$ cat src/rtl/jac_pkg.sv
// Shared definitions for the JAC core: opcodes, instruction field positions
// and the fetch FSM state type.
package jac_pkg;

   localparam logic [3:0] OP_ADD  = 4'b0000;
   localparam logic [3:0] OP_SUB  = 4'b0001;
   localparam logic [3:0] OP_AND  = 4'b0010;
   localparam logic [3:0] OP_OR   = 4'b0011;
   localparam logic [3:0] OP_LDI  = 4'b0100;
   localparam logic [3:0] OP_LD   = 4'b0101;
   localparam logic [3:0] OP_ST   = 4'b0110;
   localparam logic [3:0] OP_JMP  = 4'b1000;
   localparam logic [3:0] OP_HALT = 4'b1111;

   localparam int unsigned OPC_MSB = 15;
   localparam int unsigned OPC_LSB = 12;

   typedef enum logic [1:0] {
      S_FETCH,
      S_LOAD,
      S_ISSUE,
      S_HALT
   } fetch_state_t;

endpackage

$ cat src/rtl/fetch_unit.sv
// Instruction fetch stage: drives Program_Mem, resolves JMP/HALT locally and
// hands other instructions to the decoder over a valid/ready handshake.
module fetch_unit
   import jac_pkg::*;
#(
   parameter int unsigned PC_WIDTH   = 8,
   parameter int unsigned DATA_WIDTH = 16,
   parameter int unsigned RESET_PC   = 0
) (
   input  logic                  clk,
   input  logic                  res_n,
   output logic [PC_WIDTH-1:0]   pc,
   input  logic [DATA_WIDTH-1:0] ir,
   output logic [DATA_WIDTH-1:0] instr,
   output logic [PC_WIDTH-1:0]   instr_pc,
   output logic                  instr_valid,
   input  logic                  instr_ready,
   input  logic                  branch_en,
   input  logic [PC_WIDTH-1:0]   branch_target,
   output logic                  halted
);

   fetch_state_t state;
   logic [3:0]   opcode;

   assign opcode = ir[OPC_MSB:OPC_LSB];

   always_ff @(posedge clk) begin
      if (!res_n) begin
         state       <= S_FETCH;
         pc          <= PC_WIDTH'(RESET_PC);
         instr       <= '0;
         instr_pc    <= '0;
         instr_valid <= 1'b0;
         halted      <= 1'b0;
      end else if (branch_en && state != S_HALT) begin
         // Redirect wins over decode; a same-edge handshake in S_ISSUE is
         // already complete, so dropping valid never loses an accepted word.
         pc          <= branch_target;
         instr_valid <= 1'b0;
         state       <= S_FETCH;
      end else begin
         case (state)
            S_FETCH: state <= S_LOAD;
            S_LOAD: begin
               if (opcode == OP_JMP) begin
                  pc    <= ir[PC_WIDTH-1:0];
                  state <= S_FETCH;
               end else if (opcode == OP_HALT) begin
                  halted <= 1'b1;
                  state  <= S_HALT;
               end else begin
                  instr       <= ir;
                  instr_pc    <= pc;
                  pc          <= pc + PC_WIDTH'(1);
                  instr_valid <= 1'b1;
                  state       <= S_ISSUE;
               end
            end
            S_ISSUE: begin
               if (instr_ready) begin
                  instr_valid <= 1'b0;
                  state       <= S_FETCH;
               end
            end
            S_HALT: state <= S_HALT;
            default: state <= S_FETCH;
         endcase
      end
   end

endmodule

$ cat config.mk
export PLATFORM = sky130hd
export DESIGN_NAME = fetch_unit
export DESIGN_NICKNAME = d
export VERILOG_FILES = /design/src/rtl/jac_pkg.sv /design/src/rtl/fetch_unit.sv
export SDC_FILE = /design/constraint.sdc
export NUM_CORES = 1
export LEC_CHECK = 0
export ABC_CLOCK_PERIOD_IN_PS = 2300
export CAP_MARGIN = 20
export CORE_MARGIN = 1
export CORE_UTILIZATION = 44
export DETAILED_ROUTE_END_ITERATION = 16
export GPL_TIMING_DRIVEN = 0
export MAX_ROUTING_LAYER = met4
export PLACE_DENSITY_LB_ADDON = 0.2
export SLEW_MARGIN = 5
export SYNTH_ARGS = -nofsm -noshare
export SYNTH_HDL_FRONTEND = slang
export SYNTH_SLANG_ARGS = --single-unit
$ cat constraint.sdc
create_clock -name clk -period 2.3 [get_ports clk]
set_input_delay 0.69 -clock clk [delete_from_list [all_inputs] [get_ports clk]]
set_output_delay 0.69 -clock clk [all_outputs]
set_load 0.01 [all_outputs]
==> impl_results.md <==
- Sequential Power Share: approximately half
- Synthesized net count: 239
- HP Class: reg -> reg
- Worst hold stages: 2
- Core area: between 3000 and 4000 um^2
- Final Non-Filler Cells: 326
- Vias in the first global route: ~1,600
- Root buffer cell: clkbuf_8
- Setup TNS: 0 ns
- HPWL Detailed: 3.10 mm
- Register area share after synthesis: 41.9%
- Crit Reg-Reg Endpoint: instr_pc[3]
- Worst-path maximum fanout: 10
- Syn_area_per_cell: 8.19 um^2
- Distinct cells, synth: 37
- Crit-path cells: clkdlybuf4s50_1 -> or4b_4 -> and3_1 -> buf_2 -> buf_6 -> nand2_1 -> a21boi_1
- Detailed Routing Iterations Pass 1: 4
- Post-CTS resize count: 0
- Part of the cycle the worst path needs: 97.6%
- Setup-failing EPs final: 0
- Initial core utilization: between 40 and 50%
- Sw Share: 24.8%
- Final ANT Viol Nets: 0
- Pwr Density: ~550 nW/um^2
- Clk buf depth: 2
- Status: finished, final reports clean
- Worst Path Required: 2.48 ns
- Setup Buffers After CTS: 0
- Asr flop ratio synth: 0%
- Critical Path End Type: flop
- Cell family with most CP delay: simple AND/OR/NAND/NOR gates
- Worst Hold End: instr[10]
- Wire length per cell: 13.3 um
- Slew margin rel.: 48.3%
- Pin count of the biggest net entering global routing: 11
- Worst-Skew Late Latency: 0.29 ns
- Worst path max stage delay: 0.63 ns
- Cell Rows: 22
- Starting DRT DRC Count: 101
- Worst vdd ir: 0.306 mV
- Final Skew: 0.00399 ns
- Ports: 62
- # diodes: 0
- Leading cell type in the layout, fill and taps excluded: nand2_1
- Placed cell areas: 2380 um^2
- Fin. Hold Viols: 0
- Initial antenna violation count: 0
- DIE HEIGHT: 64.5 um
- Cells after synthesis: 210
- Most frequent cells in the layout: nand2_1 (64), clkdlybuf4s50_1 (60), dfxtp_1 (36)
- Reg2Reg Launch Point: state[0]
- Mapped Area: 1720 um^2
- Hold path start: instr[10]
- Nets: 306
- Cell count after placement: 318
- Synth Warn #: 0
- Main synth FF type: dfxtp_1
- Die area: 4160 um^2
- First-pass GRT wire length: about 7.2 mm
- Input/output buffers: 60
- Fin area: ~2500 um^2
- Layout cells sized above 1: 7.55%
- CP Buf/Inv Count: 3
- Fmax achieved: 0.445 GHz
- Tmin final: 2.25 ns
- Vias post-DR: 1,682
- Vias per cell: ~5.2
- CTS H-tree lvls: 2
- Slowest CP cell: or4b_4
- Clock Pin Slew Worst Setup and Hold Paths: 0.07 ns
- RSZ-0062 raised after global routing: yes
- CP arrival: approximately 2.4 ns
- CTS sink cnt: 36
- Post-synthesis register bit count: 36
- Total GRT Usage: 23.5%
- Routed wire length: 4.33 mm
- CTS tree: built
- Post-synth EDFFs: 0
- Max-slew violation count: 0
- Total CTS buffers: 5
- Clk pwr share: between 30 and 40%
- Setup Crit Path Kind: in -> reg
- Hold_buf cts: 0
- Tot Pwr: 0.00135 W
- Die width: between 60 and 70 um
- Grt total ovfl: 0
- Int Power: between 0.001 and 0.0015 W
- GPL Wtd Cong: 0.877
- Leakage power: 0.851 nW
- R2r setup slk: 0.62 ns
- Layout area overhead: 43.8%
- Worst r2r path cells: 6
- Net Switching: ~0.00034 W
- DRC Markers: 0
- Max Cap Viol: 0
- Worst Max-Slew Pin Slew: ~0.77 ns
- Startpoint types: input port
- Comb pwr share: 16.3%
==> worst register-to-register path: cells and delay by family (launching register included) <==
kind | cells | cell delay [ns]
buffers and inverters | 2 | 0.33
AO/OA/AOI/OAI | 1 | 0.13
flip-flops | 1 | 0.44
AND/OR/NAND/NOR | 3 | 0.72
==> layout make-up <==
cell class / instances / area [um^2]
fillers: 335 / 1240
multi-input cells: 162 / 927
flip-flops and latches: 36 / 721
repair buffers: 60 / 601
clock buffers: 8 / 90.1
plain buffers: 12 / 75.1
well taps: 48 / 60.1
==> routing by layer <==
layer	wire length (um)	global-route usage (%)	up-vias
met3	329	4.75	11
met1	2000	28.6	735
li1	-	-	869
met5	0	-	-
met2	1880	37.1	67
met4	125	11.7	0
==> power groups by stage <==
stage | Clock, W | Combinational (W) | Sequential [W]
final | 0.000458 | 0.000220 | 0.000673
after global routing | 0.000490 | 0.000240 | 0.000676
after detailed placement | 0 | 0.000219 | 0.000686
after CTS | 0.000467 | 0.000220 | 0.000672
after floorplan | 0 | 0.0000922 | 0.000691
after global placement | 0 | 0.000217 | 0.000686
==> metrics by stage <==
step                worst slack, ns  util (%)  hold slack, ns
floorplan                     0.406         -           0.479
global placement             -0.250      64.1           0.440
detailed placement           -0.251      64.1           0.444
CTS                          0.0493      66.5           0.453
global route                -0.0220      66.6           0.472
finish                       0.0542      66.6           0.452
==> cells by family after synthesis <==
family / after synthesis / synth area share (%)
AO/OA/AOI/OAI: 64 / 25.8
XOR/XNOR: 2 / 1.02
adder cells (fa/ha/maj): 1 / 0.727
buffers and inverters: 12 / 4.22
flip-flops: 36 / 41.9
AND/OR/NAND/NOR: 95 / 26.3
==> registers in the layout, indices dropped and copies added (netlist names) <==
name and flops:
instr 16, instr_pc 8, halted 1, pc 8, state 2, instr_valid 1
==> synth_stat cells, types with 2 or more instances <==
master      n  area (um^2)
nand2_1    64          240
dfxtp_1    36          721
a21boi_1   21          158
o21ai_0    13         65.1
a21oi_1     7         35.0
nand3_1     6         30.0
a21boi_0    5         37.5
nor2_1      5         18.8
and3_1      4         25.0
buf_2       4         20.0
clkbuf_1    4         15.0
a211oi_1    3         22.5
buf_6       3         33.8
o211ai_1    3         22.5
o21a_1      3         22.5
o2bb2ai_1   3         26.3
a31o_2      2         17.5
and2_1      2         12.5
nor3b_1     2         15.0
nor3b_2     2         25.0
or3_1       2         12.5
==> worst max-delay path by stage <==
stage           start           to  slack [ns]  cells past startpoint
6_report       ir[14]  instr_pc[3]        0.05                      7
3_3_place_gp   ir[12]  instr_pc[3]       -0.25                      7
4_1_cts        ir[12]  instr_pc[3]        0.05                      7
5_1_grt        ir[12]        pc[0]       -0.02                      5
2_1_floorplan  ir[12]  instr_pc[3]        0.41                      6
3_5_place_dp   ir[12]  instr_pc[3]       -0.25                      7
No activity file was read; power rests on OpenSTA's default activity.
